`config.mk`:
```
export PLATFORM = sky130hd
export DESIGN_NAME = bin_bcd_sevenseg_scan_flat
export DESIGN_NICKNAME = d
export VERILOG_FILES = /design/src/rtl/bin_bcd_sevenseg_scan_if.sv /design/src/rtl/bin_bcd_sevenseg_scan.sv /design/src/flat_wrapper.sv
export SDC_FILE = /design/constraint.sdc
export NUM_CORES = 1
export LEC_CHECK = 0
export ABC_AREA = 1
export CORE_UTILIZATION = 36
export DETAILED_ROUTE_END_ITERATION = 10
export HOLD_SLACK_MARGIN = 0.02
export PLACE_DENSITY = 0.59
export SYNTH_ARGS = -nofsm -noshare
export SYNTH_HDL_FRONTEND = slang
export SYNTH_SLANG_ARGS = --single-unit
```
`constraint.sdc`:
```
create_clock -name clk -period 2.6 [get_ports clk]
set_clock_uncertainty 0.1 [all_clocks]
set_input_delay 0.39 -clock clk [delete_from_list [all_inputs] [get_ports clk]]
set_output_delay 0.39 -clock clk [all_outputs]
set_load 0.05 [all_outputs]
```
`src/rtl/bin_bcd_sevenseg_scan_if.sv`:
```
`default_nettype none
// ============================================================================
//  Module   : bin_bcd_sevenseg_scan_if
//  Brief    : Binary-in / BCD-out handshake bundle for the display driver.
//  Revision : 1.0
// ============================================================================
interface bin_bcd_sevenseg_scan_if #(
   parameter int WIDTH  = 8,
   parameter int DIGITS = 3
);
   logic [WIDTH-1:0]    in_data;
   logic                in_valid;
   logic                in_ready;
   logic [4*DIGITS-1:0] bcd;
   logic                bcd_valid;
   logic                ovf;

   modport master (
      output in_data, in_valid,
      input  in_ready, bcd, bcd_valid, ovf
   );

   modport slave (
      input  in_data, in_valid,
      output in_ready, bcd, bcd_valid, ovf
   );
endinterface
`default_nettype wire

```
`src/rtl/bin_bcd_sevenseg_scan.sv`:
```
`default_nettype none
// ============================================================================
//  Module   : bin_bcd_sevenseg_scan
//  Brief    : Sequential double-dabble binary-to-BCD converter driving a
//             time-multiplexed seven-segment display with zero blanking.
//  Revision : 1.0
// ============================================================================
module bin_bcd_sevenseg_scan #(
   parameter int WIDTH      = 8,
   parameter int DIGITS     = 3,
   parameter int SCAN_DIV   = 1000,
   parameter bit ACTIVE_LOW = 1'b0
) (
   input  wire logic              clk,
   input  wire logic              rst_n,
   bin_bcd_sevenseg_scan_if.slave bus,
   input  wire logic              blank_en,
   output logic [DIGITS-1:0]      digit_en,
   output logic [6:0]             seg
);

   localparam int CNT_W  = $clog2(WIDTH);
   localparam int SCAN_W = (SCAN_DIV > 1) ? $clog2(SCAN_DIV) : 1;
   localparam int IDX_W  = (DIGITS > 1) ? $clog2(DIGITS) : 1;

   localparam logic [CNT_W-1:0]  c_cnt_last  = CNT_W'(WIDTH - 1);
   localparam logic [SCAN_W-1:0] c_scan_last = SCAN_W'(SCAN_DIV - 1);
   localparam logic [IDX_W-1:0]  c_idx_last  = IDX_W'(DIGITS - 1);

   typedef enum logic [1:0] {
      ST_IDLE = 2'd0,
      ST_CONV = 2'd1,
      ST_DONE = 2'd2
   } state_t;

   state_t              r_state;
   state_t              w_state_nxt;
   logic [WIDTH-1:0]    r_shift;
   logic [4*DIGITS-1:0] r_work;
   logic [4*DIGITS-1:0] w_adj;
   logic                r_acc;
   logic [CNT_W-1:0]    r_cnt;
   logic [4*DIGITS-1:0] r_bcd;
   logic                r_ovf;
   logic                r_bcd_valid;
   logic [SCAN_W-1:0]   r_scan;
   logic [IDX_W-1:0]    r_idx;
   logic [3:0]          w_digit;
   logic                w_blank;
   logic                w_zero_run;
   logic [DIGITS-1:0]   w_digit_onehot;
   logic [6:0]          w_seg;

   assign bus.in_ready  = (r_state == ST_IDLE);
   assign bus.bcd       = r_bcd;
   assign bus.bcd_valid = r_bcd_valid;
   assign bus.ovf       = r_ovf;

   // ---------------------------------------------------------------- FSM
   always_ff @(posedge clk or negedge rst_n) begin
      if (!rst_n) r_state <= ST_IDLE;
      else        r_state <= w_state_nxt;
   end

   always_comb begin
      w_state_nxt = r_state;
      case (r_state)
         ST_IDLE: if (bus.in_valid) w_state_nxt = ST_CONV;
         ST_CONV: if (r_cnt == c_cnt_last) w_state_nxt = ST_DONE;
         ST_DONE: w_state_nxt = ST_IDLE;
         default: w_state_nxt = ST_IDLE;
      endcase
   end

   // Add-3 correction so each digit carries into the next on the shift
   for (genvar k = 0; k < DIGITS; k++) begin : g_adj
      logic [3:0] w_d;
      assign w_d              = r_work[4*k +: 4];
      assign w_adj[4*k +: 4]  = (w_d >= 4'd5) ? (w_d + 4'd3) : w_d;
   end

   // ----------------------------------------------------------- datapath
   always_ff @(posedge clk or negedge rst_n) begin
      if (!rst_n) begin
         r_shift     <= '0;
         r_work      <= '0;
         r_acc       <= 1'b0;
         r_cnt       <= '0;
         r_bcd       <= '0;
         r_ovf       <= 1'b0;
         r_bcd_valid <= 1'b0;
      end else begin
         r_bcd_valid <= 1'b0;
         case (r_state)
            ST_IDLE: begin
               if (bus.in_valid) begin
                  r_shift <= bus.in_data;
                  r_work  <= '0;
                  r_acc   <= 1'b0;
                  r_cnt   <= '0;
               end
            end
            ST_CONV: begin
               // A bit leaving the top digit is worth 10^DIGITS
               r_work  <= {w_adj[4*DIGITS-2:0], r_shift[WIDTH-1]};
               r_acc   <= r_acc | w_adj[4*DIGITS-1];
               r_shift <= {r_shift[WIDTH-2:0], 1'b0};
               r_cnt   <= r_cnt + CNT_W'(1);
            end
            ST_DONE: begin
               r_bcd       <= r_work;
               r_ovf       <= r_acc;
               r_bcd_valid <= 1'b1;
            end
            default: ;
         endcase
      end
   end

   // --------------------------------------------------------------- scan
   always_ff @(posedge clk or negedge rst_n) begin
      if (!rst_n) begin
         r_scan <= '0;
         r_idx  <= '0;
      end else if (r_scan == c_scan_last) begin
         r_scan <= '0;
         r_idx  <= (r_idx == c_idx_last) ? '0 : (r_idx + IDX_W'(1));
      end else begin
         r_scan <= r_scan + SCAN_W'(1);
      end
   end

   // Walk from the top digit down so the zero run is known per position
   always_comb begin
      w_zero_run     = 1'b1;
      w_digit        = 4'd0;
      w_blank        = 1'b0;
      w_digit_onehot = '0;
      w_seg          = 7'h00;
      for (int k = DIGITS - 1; k >= 0; k--) begin
         w_zero_run = w_zero_run && (r_bcd[4*k +: 4] == 4'd0);
         if (r_idx == IDX_W'(k)) begin
            w_digit           = r_bcd[4*k +: 4];
            w_blank           = blank_en && (k != 0) && w_zero_run;
            w_digit_onehot[k] = 1'b1;
         end
      end
      case (w_digit)
         4'd0:    w_seg = 7'h3F;
         4'd1:    w_seg = 7'h06;
         4'd2:    w_seg = 7'h5B;
         4'd3:    w_seg = 7'h4F;
         4'd4:    w_seg = 7'h66;
         4'd5:    w_seg = 7'h6D;
         4'd6:    w_seg = 7'h7D;
         4'd7:    w_seg = 7'h07;
         4'd8:    w_seg = 7'h7F;
         4'd9:    w_seg = 7'h6F;
         default: w_seg = 7'h00;
      endcase
      if (w_blank) w_seg = 7'h00;
   end

   assign seg      = ACTIVE_LOW ? ~w_seg : w_seg;
   assign digit_en = ACTIVE_LOW ? ~w_digit_onehot : w_digit_onehot;

endmodule
`default_nettype wire
```
`src/flat_wrapper.sv`:
```
// flat-port wrapper written by rule: the top's interface ports become plain ports
module bin_bcd_sevenseg_scan_flat 
#(
   parameter int WIDTH      = 8,
   parameter int DIGITS     = 3,
   parameter int SCAN_DIV   = 1000,
   parameter bit ACTIVE_LOW = 1'b0
)
  (clk, rst_n, blank_en, digit_en, seg, bus_in_data, bus_in_valid, bus_in_ready, bus_bcd, bus_bcd_valid, bus_ovf);
  bin_bcd_sevenseg_scan_if #(.WIDTH(WIDTH), .DIGITS(DIGITS)) bus_i ();
  input  wire logic clk;
  input  wire logic rst_n;
  input  wire logic blank_en;
  output logic [DIGITS-1:0] digit_en;
  output logic [6:0] seg;
  input wire logic [$bits(bus_i.in_data)-1:0] bus_in_data;
  input wire logic [$bits(bus_i.in_valid)-1:0] bus_in_valid;
  output wire logic [$bits(bus_i.in_ready)-1:0] bus_in_ready;
  output wire logic [$bits(bus_i.bcd)-1:0] bus_bcd;
  output wire logic [$bits(bus_i.bcd_valid)-1:0] bus_bcd_valid;
  output wire logic [$bits(bus_i.ovf)-1:0] bus_ovf;
  assign bus_i.in_data = bus_in_data;
  assign bus_i.in_valid = bus_in_valid;
  assign bus_in_ready = bus_i.in_ready;
  assign bus_bcd = bus_i.bcd;
  assign bus_bcd_valid = bus_i.bcd_valid;
  assign bus_ovf = bus_i.ovf;
  bin_bcd_sevenseg_scan #(.WIDTH(WIDTH), .DIGITS(DIGITS), .SCAN_DIV(SCAN_DIV), .ACTIVE_LOW(ACTIVE_LOW)) u_core (.clk(clk), .rst_n(rst_n), .bus(bus_i), .blank_en(blank_en), .digit_en(digit_en), .seg(seg));
endmodule
```
==> results.json, run 1 <==
{
  "crit_path_cell_trace": "inv_4, nor2_4, nand2_2, nand3_4, inv_2, ha_1, inv_1, nand2_1, inv_2, nor2_4, nor2_4, buf_12",
  "area_growth_pct": 27.4,
  "grt_max_degree": 53,
  "fp.dieH_um": 90.2,
  "async_reset_ff_share_pct": 100,
  "p_leak_nw": 1.75,
  "synth.most_common_cell": "nand2_1",
  "fin_nets": 422,
  "cp_max_fo": 6,
  "maxSlewHeadroom_pct": 56.1,
  "drive_gt1_share_pct": 15.2,
  "antenna_left": 0,
  "yosys.area_share.simple_pct": 28.0,
  "synth_cell_types": 29,
  "yosysWarnings": 0,
  "synthFlopType": "dfrtp_1",
  "synth_edf_count": 0,
  "wl_per_cell_um": 11.8,
  "fmax_ghz": 0.402,
  "cts_tree": "yes",
  "grt_use_met2_pct": 27.3,
  "met1_usage_pct": 20.5,
  "syn-num-nets": 376,
  "tightest_slew_ns": 0.659,
  "cts_root_buf": "clkbuf_8",
  "synth_top_area_cell": "dfrtp_1",
  "synth_area_mm2": 0.00280,
  "first_pass_iters": 5,
  "power_mw": 4.87,
  "hold_viol_final": 0,
  "hpwl_um": 4310,
  "crit_path_start_kind": "flop",
  "synth_fa_ha_area_share_pct": 6.26,
  "ir_drop_uv": 560,
  "seq_area_frac_synth_pct": 46.5,
  "grt_pass1_vias": 2296,
  "dieArea_mm2": 0.00814,
  "synth_top_area_share_pct": 46.5,
  "io_buffers": 36,
  "synth_area_per_cell_um2": 8.00,
  "yosys-top-cells-count": "81 x nand2_1, 52 x dfrtp_1, 46 x inv_1, 44 x nor2_1, 29 x o21ai_0",
  "dpl.cell_count": 482,
  "coreArea_mm2": 0.00737,
  "cp_common_cell": "nor2_4",
  "viasPerCell": 4.70,
  "synth_xor_area_share_pct": 1.25,
  "rows": 31,
  "crit_arrival_ns": 2.00,
  "antenna_found_initial": 0,
  "critPathMaxStageDelay_ns": 0.48,
  "final_cell_count_no_fill": 495,
  "htree_levels": 2,
  "cap_viol_max_count": 0,
  "cts_hold_buf": 0,
  "synth_compound_area_share_pct": 10.1,
  "fin_util_pct": 48.4,
  "cts_buffer_depth": 2,
  "outcome": "finished clean",
  "period_share_pct": 95.8,
  "critPathSlowestCell": "dfrtp_2",
  "end_kind": "primary output",
  "route.detailed.drc": 0,
  "synth_cells": 350,
  "busiest_layer": "met2",
  "drv_slew": 0,
  "diodes": 0,
  "synth.ff_latch_count": 52,
  "cts_buffers": 5,
  "crit_buf_inv": 5,
  "start_util_pct": 38.0,
  "critPathTopFamily": "simple AND/OR/NAND/NOR gates",
  "die_w_um": 90.2,
  "final-setup-viol-count": 0,
  "worst-setup-path-type": "flop to primary output",
  "cts_sinks": 52,
  "synth.area.mux_share_pct": 0,
  "insertion_delay_ns": 0.30,
  "gp_congestion": 0.818,
  "gr-usage-met3_pct": 2.88,
  "synth_top_family_by_area": "simple AND/OR/NAND/NOR gates",
  "grt_usage_pct": 15.8,
  "routed_wl_um": 5840,
  "cts.reportedPaths.clkPinSlew_ns": 0.09,
  "min_path_type": "input port to asynchronous set/reset pin",
  "vias": 2328,
  "ioPinCount": 37,
  "reg2reg_slack_ns": 0.91,
  "power_density_mw_per_mm2": 1360,
  "synth_area_leaders": "dfrtp_1 46%, nand2_1 11%, ha_1 6.3%, inv_1 6.2%, nor2_1 5.9%",
  "drt_iter0_markers": 116,
  "worst_ep_required_time_ns": 2.11,
  "grt_overflow": 0,
  "grt_pass1_wl_um": 10700,
  "period_minus_slack_ns": 2.49
}
routing by layer:
layer / up-vias / wire length, um
met5: - / 0
met4: 0 / 63
met3: 6 / 221
met2: 53 / 2760
met1: 1066 / 2790
li1: 1203 / -
logic make-up after synthesis:
group | Yosys count
AND/OR/NAND/NOR | 173
buffers and inverters | 57
flip-flops | 52
AO/OA/AOI/OAI | 50
adder cells (fa/ha/maj) | 14
XOR/XNOR | 4
what timing repair did:
action,in CTS,in global routing
pin swaps,1,5
setup endpoints to repair,1,5
setup buffers,0,6
gates resized for setup,3,11
gates cloned,0,0
path summary, 6_finish.rpt:
| check | end | depth (start not counted) | from |
|---|---|---|---|
| setup / recovery | seg[3] | 12 | u_core.r_idx[0] |
| hold / removal | u_core.r_cnt[2] | 2 | rst_n |
| setup reg to reg | u_core.r_shift[7] | 4 | u_core.r_state[0] |
| hold reg to reg | u_core.r_scan[0] | 1 | u_core.r_scan[0] |
| max in group asynchronous | u_core.r_idx[0] | 2 | rst_n |
| min in group clk | u_core.r_scan[0] | 1 | u_core.r_scan[0] |
sequential cells by signal (all words and copies together), names as in the netlist:
register and flops:
u_core.r_idx 2, u_core.bus.bcd 12, u_core.r_state 2, u_core.r_shift 8, u_core.bus.ovf 1, u_core.bus.bcd_valid 1
u_core.r_acc 1, u_core.r_scan 10, u_core.r_cnt 3, u_core.r_work 12
per-stage QoR:
| stage | TNS, ns | hold WS [ns] | setup WS [ns] | area (um2) |
|---|---|---|---|---|
| 2_1_floorplan | -0.0153 | -0.00559 | -0.0153 | 2820 |
| 3_3_place_gp | 0 | 0.349 | 0.310 | 3360 |
| 3_5_place_dp | 0 | 0.361 | 0.246 | 3360 |
| 4_1_cts | 0 | 0.120 | 0.0141 | 3490 |
| 5_1_grt | -0.0104 | 0.148 | -0.0104 | 3570 |
| 6_report | 0 | 0.0936 | 0.110 | 3570 |
power by group:
| part | internal, mW | switching [mW] | total, mW | leakage [nW] |
|---|---|---|---|---|
| sequential | 1.10 | 0.222 | 1.32 | 0.648 |
| combinational | 1.11 | 1.79 | 2.90 | 1.03 |
| clock | 0.379 | 0.265 | 0.644 | 0.0642 |
| total | 2.59 | 2.28 | 4.87 | 1.75 |
layout make-up:
class | count | area (um2)
Tap cell | 99 | 124
Clock inverter | 2 | 60.1
Fill cell | 726 | 3800
Clock buffer | 5 | 68.8
Multi-Input combinational cell | 241 | 1320
Inverter | 52 | 203
Sequential cell | 52 | 1300
Timing Repair Buffer | 44 | 485
cell usage in the layout (no fill, tap or decap), drive strengths merged:
cell	Yosys	layout
o221ai	1	1
nand3b	1	1
a21oi	7	7
nand3	24	24
clkdlybuf4s50	0	28
nand4	3	3
buf	3	16
o211ai	4	4
nand2	87	87
clkbuf	2	5
o22ai	3	3
ha	14	14
nor2	55	55
o21ai	30	30
nor3	3	3
a22oi	2	2
o32ai	3	3
bufinv	0	2
inv	51	51
xor2	4	4
dfrtp	52	52
clkinv	1	1
(Power assumes the default switching activity.)
==> run 2: changes to the inputs <==
--- a/config.mk
+++ b/config.mk
@@ -5,7 +5,7 @@
 export SDC_FILE = /design/constraint.sdc
 export NUM_CORES = 1
 export LEC_CHECK = 0
-export ABC_AREA = 1
+export ABC_AREA = 0
 export CORE_UTILIZATION = 36
 export DETAILED_ROUTE_END_ITERATION = 10
 export HOLD_SLACK_MARGIN = 0.02
==> constraint.sdc (replaced) <==
create_clock -name clk -period 2.6 [get_ports clk]
set_clock_uncertainty 0.1 [all_clocks]
set_input_delay 0.52 -clock clk [delete_from_list [all_inputs] [get_ports clk]]
set_output_delay 0.52 -clock clk [all_outputs]
set_load 0.05 [all_outputs]
==> results.json, run 2 <==
{
  "swShare_pct": 42.0,
  "antenna_left": 0,
  "grt_overflow": 0,
  "crit_buf_inv": 2,
  "final_area_mm2": 0.00381,
  "tightest_slew_ns": 0.599,
  "synth.ff_latch_count": 52,
  "cts_buffer_depth": 2,
  "finalSetupTns_ns": -0.946,
  "hold_viol_final": 0,
  "end_kind": "primary output",
  "p_int_mw": 2.39,
  "seq_area_frac_synth_pct": 46.5,
  "worst-setup-path-type": "flop to primary output",
  "crit_path_start_kind": "flop",
  "critPathSlowestCell": "dfrtp_2",
  "routed_wl_um": 5640,
  "grt_max_degree": 53,
  "setup_slack_ns": -0.213,
  "viasPerCell": 5.01,
  "p_sw_mw": 1.73,
  "route.detailed.drc": 0,
  "first_pass_iters": 4,
  "p_comb_share_pct": 54.8,
  "ioPinCount": 37,
  "final-setup-viol-count": 7,
  "drive_gt1_share_pct": 30.9,
  "insertion_delay_ns": 0.31,
  "min_path_type": "input port to asynchronous set/reset pin",
  "hold_ws_ns": 0.0846,
  "worst_ep_required_time_ns": 1.98,
  "diodes": 0,
  "coreArea_mm2": 0.00737,
  "hpwl_um": 4070,
  "synth_edf_count": 0,
  "cts.reportedPaths.clkPinSlew_ns": 0.10,
  "antenna_found_initial": 0,
  "layout_commonest_cell": "dfrtp_1",
  "grt_pass1_wl_um": 9950,
  "synthFlopType": "dfrtp_1",
  "outcome": "complete, but fails checks",
  "vias": 2083,
  "cp_max_fo": 4,
  "start_util_pct": 37.9,
  "fmax_ghz": 0.355,
  "synth_top_area_share_pct": 46.5,
  "wl_per_cell_um": 13.6,
  "synth_area_leaders": "dfrtp_1 47%, mux2_2 6.8%, ha_1 6.3%, o21ai_0 3.8%, nand2_1 3.1%",
  "critPathTopFamily": "multiplexers",
  "violations": "negative setup slack",
  "crit_path_start": "u_core.r_idx[1]",
  "synth_area_per_cell_um2": 10.7,
  "crit_arrival_ns": 2.19,
  "yosys-top-cells-count": "52 x dfrtp_1, 23 x nand2_1, 21 x o21ai_0, 17 x mux2_2, 15 x a21oi_1",
  "nFillCells": 692,
  "final_cell_mix": "45 x dfrtp_1, 25 x clkdlybuf4s50_1, 23 x nand2_1",
  "register_area_mm2": 0.00131,
  "drv_slew": 0,
  "syn-num-nets": 288,
  "synth_cell_types": 45,
  "yosysWarnings": 0,
  "grt_pass1_vias": 2063,
  "rows": 31,
  "cts_buffers": 5,
  "period_minus_slack_ns": 2.81,
  "htree_levels": 2,
  "pwr-share-clk_pct": 13.6,
  "io_buffers": 36,
  "ir_drop_uv": 472,
  "dp_slack_ns": 0.0163,
  "drt_iter0_markers": 77,
  "critPathMaxStageDelay_ns": 0.45,
  "seqPwrFrac_pct": 31.6,
  "crit_path_cell_trace": "mux2i_2, a2bb2oi_4, inv_2, ha_4, mux2_4, a211oi_4, buf_12",
  "area_growth_pct": 36.2,
  "synth_cells": 262,
  "rsz0062_at_grt": "yes",
  "fin_nets": 342,
  "multi_input_area_mm2": 0.00159,
  "r2r-start": "u_core.r_scan[0]",
  "cts_tree": "yes",
  "fp.dieH_um": 90.1,
  "die_w_um": 90.1,
  "gp_congestion": 0.733,
  "period_share_pct": 108,
  "cts_root_buf": "clkbuf_8",
  "postPlaceCellArea_mm2": 0.00361,
  "cts_sinks": 52,
  "power_density_mw_per_mm2": 1080,
  "synth_area_mm2": 0.00280,
  "synth.most_common_cell": "dfrtp_1",
  "maxSlewHeadroom_pct": 60.0,
  "synth_top_area_cell": "dfrtp_1",
  "p_leak_nw": 1.64,
  "async_reset_ff_share_pct": 100,
  "dieArea_mm2": 0.00812,
  "grt_usage_pct": 14.7,
  "cap_viol_max_count": 0
}
[run 2: cell count changes after synthesis, moves of 8 or more]
cell,previous run,this run
a21oi_1,7,15
nor2_1,44,12
nand2_1,81,23
nand3_1,18,5
nor2_2,10,0
mux2i_1,0,8
inv_1,46,12
o21ai_0,29,21
mux2_2,0,17
[run 2: cells by family (layout without fill, tap and decap cells)]
group | count (synthesis) | after routing | share of synthesized area (%)
AOI/OAI and AO/OA | 57 | 57 | 13.5
xor gates and xnor gates | 13 | 13 | 4.07
adders and majority gates | 14 | 14 | 6.26
buffers and inverters | 25 | 80 | 4.12
DFF | 52 | 52 | 46.5
muxes | 27 | 27 | 10.8
and+or+nand+nor | 74 | 74 | 14.8
[run 2: worst paths after layout]
| path | depth (start not counted) | endpoint | slack (ns) |
|---|---|---|---|
| worst max register to register | 6 | u_core.r_idx[1] | 0.70 |
| worst max-delay path | 7 | seg[0] | -0.21 |
| worst min-delay path | 2 | u_core.r_scan[8] | 0.08 |
| worst min register to register | 1 | u_core.r_scan[0] | 0.38 |
| max in group asynchronous | 2 | u_core.bus.bcd[1] | 2.05 |
| min in group clk | 1 | u_core.r_scan[0] | 0.38 |
[run 2: cell type report]
cell class / instances / area share, %
repair buffers: 60 / 16.6
well taps: 99 / 3.25
flip-flops and latches: 52 / 34.4
clock buffers: 5 / 1.81
inverters: 12 / 1.18
clock inverters: 3 / 1.12
multi-input cells: 185 / 41.6
[run 2: power by group through the flow]
stage	clock network [mW]	registers [mW]	logic, mW
after global routing	0.602	1.34	2.43
after CTS	0.574	1.30	2.28
after global placement	0	1.31	2.18
final	0.560	1.30	2.26
after floorplan	0	1.48	1.29
after detailed placement	0	1.31	2.20
[run 2: metrics by stage]
step / power [mW] / utilization [%] / std cells
finish: 4.12 / 51.7 / 416
global route: 4.38 / 51.7 / 416
CTS: 4.15 / 51.5 / 416
detailed placement: 3.52 / 49.0 / 406
global placement: 3.49 / 49.0 / 406
floorplan: 2.76 / - / 262
[run 2: worst reg2reg max path: stages (launching register included)]
cell and delay [ns]:
dfrtp_1 0.39, ha_1 0.19, and2_2 0.22, nand3_4 0.10, nor4b_4 0.26, buf_4 0.22
mux2_4 0.31
[run 2: per-layer routing]
layer | GRT usage [%] | wire, um | vias to the layer above
met2 | 23.4 | 2560 | 27
met1 | 20.9 | 2910 | 1026
li1 | - | - | 1025
met4 | 3.63 | 45 | 0
met5 | 0 | 0 | -
met3 | 2.37 | 127 | 5
[run 2: timing repair]
action	4_1_cts	5_1_grt
gates resized for setup	13	2
hold buffers	0	0
pin swaps	7	2
setup buffers	2	0
setup endpoints to repair	7	7
==> edit 1: new RTL, settings of run 1 <==
The 3 states of `state_t` get a one-hot encoding in 3 bits.
--- a/src/rtl/bin_bcd_sevenseg_scan.sv
+++ b/src/rtl/bin_bcd_sevenseg_scan.sv
@@ -27,10 +27,10 @@
    localparam logic [SCAN_W-1:0] c_scan_last = SCAN_W'(SCAN_DIV - 1);
    localparam logic [IDX_W-1:0]  c_idx_last  = IDX_W'(DIGITS - 1);
 
-   typedef enum logic [1:0] {
-      ST_IDLE = 2'd0,
-      ST_CONV = 2'd1,
-      ST_DONE = 2'd2
+   typedef enum logic [2:0] {
+      ST_IDLE = 3'b001,
+      ST_CONV = 3'b010,
+      ST_DONE = 3'b100
    } state_t;
 
    state_t              r_state;
Formal check against the unedited RTL: no difference found for any inputs over 10 cycles, from zero or initial values and one cycle with rst_n low; not proved beyond that.
==> edit 1 against run 1 <==
- worst setup slack better by 61 ps
- area after synthesis is 1.2% lower
- sequential cell count is 1 higher
- cell area is 2.4% lower
- routed wire length is 9.0% lower
- count of clock-buffer cells in the layout is 1 higher
- highest routed layer unchanged
Power is not compared: it rests on default switching activity, and its combinational part moved more than twofold at a synthesized area within 25%.
==> edit 1: results (changes against run 1) <==
[outcome]
run_status = finished, final reports clean

[job]
max_cap_violations = 0  ; unchanged

[worst_setup_path]
r2r_slack_ps = 940  ; +30 ps
critPathArrivalTime_ps = 1940  ; -60 ps
r2r_cells = 5  ; +1
crit_start = u_core.r_idx[1]
cpPeakStageDelay_ps = 460  ; -20 ps
critPathSlowestCell = dfrtp_2
r2r_start = u_core.r_scan[0]
crit_path_end_kind = output port
reg2reg_to = u_core.r_idx[1]
cp_max_fo = 6  ; unchanged
cp-endpoint = seg[3]

[sta]
slew_headroom = 0.635  ; +0.0746
finalHoldViolCount = 0  ; unchanged

[power_and_ir_drop]
leakage_nw = 1.68

[detailed_routing]
drt-pass1-iter-count = 4  ; -1
wire_per_inst_microns = 11.3  ; -4.6%
routed-via-count = 2170  ; -6.8%
drt-initial-drc-count = 69  ; -41%

[global_routing]
grt_pass1_vias = 2084  ; -9.2%
grt_first_pass_wirelength_microns = 9340  ; -12%
grt_max_degree = 31  ; -42%
antenna_found_initial = 0  ; unchanged
track_usage = 0.151  ; -0.00792

[synth]
synth.net_count = 357  ; -5.1%
ys_top_cells_by_area = dfrtp_1, nand2_1, o21ai_0, nor2_1, ha_1
ys_types = 29  ; unchanged
yosys-top-cells-count = nand2_1, dfrtp_1, nor2_1
synth-seq-area-share = 0.480  ; +0.0152

[min_path]
hp-class = reg -> reg

[clock_tree]
clk_pin_slew_worst_paths_ps = 90  ; about the same
cts_setup_buffers = 0  ; unchanged
cts_max_level = 2  ; unchanged
clock_latency_ps = 300  ; about the same
cts_made_buffers = 5  ; unchanged
clockBufferDepth = 2  ; unchanged

[cells_and_area]
drive_gt1_frac = 0.150  ; -0.00138
fin_nets = 398  ; -5.7%

[placed_design]
numPortBuffers = 36  ; unchanged
dp_hpwl_microns = 3970  ; -7.8%
routabilityCongestion = 0.804  ; -1.7%

==> edit 1: power breakdown <==
part | switching [W] | internal (W) | total (W)
clock | 0.000263 | 0.000313 | 0.000576
combinational | 0.000352 | 0.000177 | 0.000529
sequential | 0.0000762 | 0.000941 | 0.00102
total | 0.000691 | 0.00143 | 0.00212
==> edit 1: logic make-up after synthesis <==
logic type	after synthesis	synth area share
buffers and inverters	50	0.0742
AO/OA/AOI/OAI	78	0.169
XOR/XNOR	4	0.0127
adder cells (fa/ha/maj)	14	0.0633
AND/OR/NAND/NOR	132	0.201
flip-flops	53	0.480
==> edit 1: layer usage <==
metal / global-route usage / part of all wire / vias to the layer above
li1: - / - / 1152
met5: 0 / 0 / -
met2: 0.256 / 0.47 / 29
met1: 0.195 / 0.49 / 983
met4: 0.0433 / 0.012 / 0
met3: 0.0293 / 0.027 / 6
==> edit 1: worst min path at each step <==
| stage | cells after the start | slack, ps | startpoint | to |
|---|---|---|---|---|
| after floorplan | 0 | -6 | rst_n | u_core.bus.bcd[0] |
| after global placement | 1 | 310 | rst_n | u_core.r_work[10] |
| after detailed placement | 1 | 310 | rst_n | u_core.r_work[10] |
| after CTS | 1 | 390 | u_core.r_scan[0] | u_core.r_scan[0] |
| after global routing | 1 | 410 | u_core.r_scan[7] | u_core.r_scan[7] |
| final | 1 | 390 | u_core.r_scan[0] | u_core.r_scan[0] |
==> edit 1: layout make-up <==
class / count / area (sq um)
Timing Repair Buffer: 39 / 465
Clock buffer: 6 / 82.6
Clock inverter: 2 / 37.5
Sequential cell: 53 / 1330
Inverter: 45 / 174
Tap cell: 99 / 124
Fill cell: 705 / 3850
Multi-Input combinational cell: 228 / 1270
==> edit 1: worst max-delay path: cells and delay by family, from the launching register on <==
family / cells / cell delay, ps
AOI/OAI and AO/OA: 1 / 60
adders and majority gates: 1 / 310
buffers and inverters: 2 / 260
DFF: 1 / 460
and+or+nand+nor: 5 / 550
==> edit 1: through the flow <==
| step | util | instance area [sq um] | worst slack [ps] | instances | total power, W |
|---|---|---|---|---|---|
| floorplan | - | 2790 | 6.84 | 331 | 0.00143 |
| global placement | 0.455 | 3330 | 399 | 463 | 0.00156 |
| detailed placement | 0.455 | 3330 | 322 | 463 | 0.00157 |
| CTS | 0.473 | 3460 | 34.6 | 472 | 0.00215 |
| global route | 0.475 | 3480 | 23.4 | 472 | 0.00226 |
| finish | 0.475 | 3480 | 171 | 472 | 0.00212 |
==> edit 1: what timing repair did <==
item | in CTS | in global routing
pin swaps | 0 | 1
setup endpoints to repair | 1 | 8
endpoints found under the hold margin | 23 | 0
resized for setup | 1 | 7
hold buffers | 1 | 0
gates cloned | 0 | 0
==> edit 2: new RTL, settings of run 1 <==
Without the edit above. `WIDTH` is set to 8 in 3 places; all go to 4.
--- a/src/rtl/bin_bcd_sevenseg_scan_if.sv
+++ b/src/rtl/bin_bcd_sevenseg_scan_if.sv
@@ -5,7 +5,7 @@
 //  Revision : 1.0
 // ============================================================================
 interface bin_bcd_sevenseg_scan_if #(
-   parameter int WIDTH  = 8,
+   parameter int WIDTH  = 4,
    parameter int DIGITS = 3
 );
    logic [WIDTH-1:0]    in_data;
--- a/src/rtl/bin_bcd_sevenseg_scan.sv
+++ b/src/rtl/bin_bcd_sevenseg_scan.sv
@@ -6,7 +6,7 @@
 //  Revision : 1.0
 // ============================================================================
 module bin_bcd_sevenseg_scan #(
-   parameter int WIDTH      = 8,
+   parameter int WIDTH      = 4,
    parameter int DIGITS     = 3,
    parameter int SCAN_DIV   = 1000,
    parameter bit ACTIVE_LOW = 1'b0
--- a/src/flat_wrapper.sv
+++ b/src/flat_wrapper.sv
@@ -1,7 +1,7 @@
 // flat-port wrapper written by rule: the top's interface ports become plain ports
 module bin_bcd_sevenseg_scan_flat 
 #(
-   parameter int WIDTH      = 8,
+   parameter int WIDTH      = 4,
    parameter int DIGITS     = 3,
    parameter int SCAN_DIV   = 1000,
    parameter bit ACTIVE_LOW = 1'b0
Interface: changed (resized bus_in_data); port bits go from 37 to 33. The function was not compared with the original's and may differ.
==> edit 2 against run 1 <==
- sequential share of layout area down 0.29 points
- routed wire length shrank 6.9%
- area after synthesis fell by 7.8%
- sequential cell count fell by 5
- worst setup slack got worse by 6.4 ps
- total power down 14%
- cell area decreased by 8.9%
- largest cell class unchanged
- highest routed layer unchanged
==> edit 2: results (changes against run 1) <==
[cells_and_area]
fill_cells = 669  ; -7.9%
drive_gt1_frac = 0.151  ; -0.000164
fin_nets = 391  ; -7.3%

[global_routing]
grt_util_met1 = 0.213  ; +0.00788
grt_util_met3 = 0.0362  ; +0.00743
use_met2 = 0.255  ; -0.0175
grt_first_pass_wirelength_microns = 9380  ; -12%
track_usage = 0.160  ; +0.00193
grt_max_degree = 20  ; -62%
grt_pass1_vias = 2031  ; -12%

[detailed_routing]
met2RoutedLength_microns = 2440  ; -12%
via_per_inst = 4.62  ; -1.8%
drt-pass1-iter-count = 4  ; -1
drt-initial-drc-count = 132  ; +14%
m1WireLength_microns = 2650  ; -5.1%
route.met3.wl_microns = 215  ; -2.7%
wire_per_inst_microns = 11.7  ; -1.1%
totalWireLength_microns = 5440  ; -6.9%

[power_and_ir_drop]
ir_worst_vdd_mv = 0.548  ; -2.2%
leakage_nw = 1.61  ; -7.7%
p_int_w = 0.00213  ; -18%

[outcome]
run_status = finished, final reports clean

[sta]
holdWs_ps = 362  ; +268 ps
tightestPinTransition_ps = 512  ; -147 ps
layout_min_cycle_time_ps = 2500  ; +6.43 ps

[synth]
synth_area_per_cell_sq_um = 7.85  ; -1.9%
synth-seq-area-share = 0.455  ; -0.00927
ys_top_cells_by_area = dfrtp_1, nand2_1, inv_1, nor2_1, ha_1
ys_types = 27  ; -6.9%
yosys-top-cells-count = nand2_1, dfrtp_1, inv_1, nor2_1, o21ai_0
synth.net_count = 350  ; -6.9%

[placed_design]
numPortBuffers = 32  ; -11%
placedCellCount = 454  ; -5.8%
routabilityCongestion = 0.841  ; +2.9%
place_area_sq_um = 3100  ; -7.8%
dp_hpwl_microns = 4140  ; -3.8%
post-place-ws_ps = 251  ; +5.49 ps

[min_path]
worstHoldEndpoint = u_core.r_scan[0]
min_from = u_core.r_scan[0]
hp-class = reg -> reg

[worst_setup_path]
crit_start = u_core.r_idx[1]
reg2reg_to = u_core.r_shift[1]
r2r_slack_ps = 940  ; +30 ps
cp_max_fo = 4  ; -2

## edit 2: cell count changes after synthesis
cell,run 1,this run
o221ai_1,1,0
buf_2,3,2
clkbuf_1,2,3
ha_1,14,13
inv_1,46,44
nand3_1,18,16
clkinv_1,1,0
dfrtp_1,52,47
a22oi_1,2,1
o21ai_0,29,26
o211ai_1,4,2
nand2_1,81,78
## edit 2: layout make-up
class / count / area, sq um / area share
clock inverter: 1 / 5.00 / 0.00154
timing repair buffer: 39 / 453 / 0.139
sequential: 47 / 1180 / 0.362
tap: 96 / 120 / 0.0369
inverter: 49 / 191 / 0.0589
multi-input combinational: 228 / 1220 / 0.376
clock buffer: 6 / 82.6 / 0.0254
## edit 2: power by group through the flow
stage | Combinational [W] | Sequential [W] | Clock [W]
finish | 0.00256 | 0.00116 | 0.000448
global route | 0.00281 | 0.00120 | 0.000503
CTS | 0.00257 | 0.00116 | 0.000468
global placement | 0.00253 | 0.00118 | 0
floorplan | 0.00139 | 0.00144 | 0
detailed placement | 0.00256 | 0.00118 | 0
## edit 2: cell families after synthesis
group | share of synthesized area
flip-flops | 0.455
XOR/XNOR | 0.0136
buffers and inverters | 0.0804
AND/OR/NAND/NOR | 0.296
adder cells (fa/ha/maj) | 0.0630
AO/OA/AOI/OAI | 0.0921
## edit 2: what timing repair did
action / 4_1_cts / 5_1_grt
pin swaps: 1 / 6
setup endpoints to repair: 2 / 5
buffers inserted: 1 / 3
hold buffers: 1 / 0
resized for setup: 3 / 6
endpoints found under the hold margin: 14 / 0
## edit 2: critical path, stage by stage, from the launching register on
cell and delay (ps):
dfrtp_2 480, buf_12 150, nor2_4 80, nand2_1 70, nand3_2 100, inv_2 60
ha_1 280, inv_1 40, nand2_1 70, inv_2 50, nor2_2 140, nor2_4 50
buf_12 140
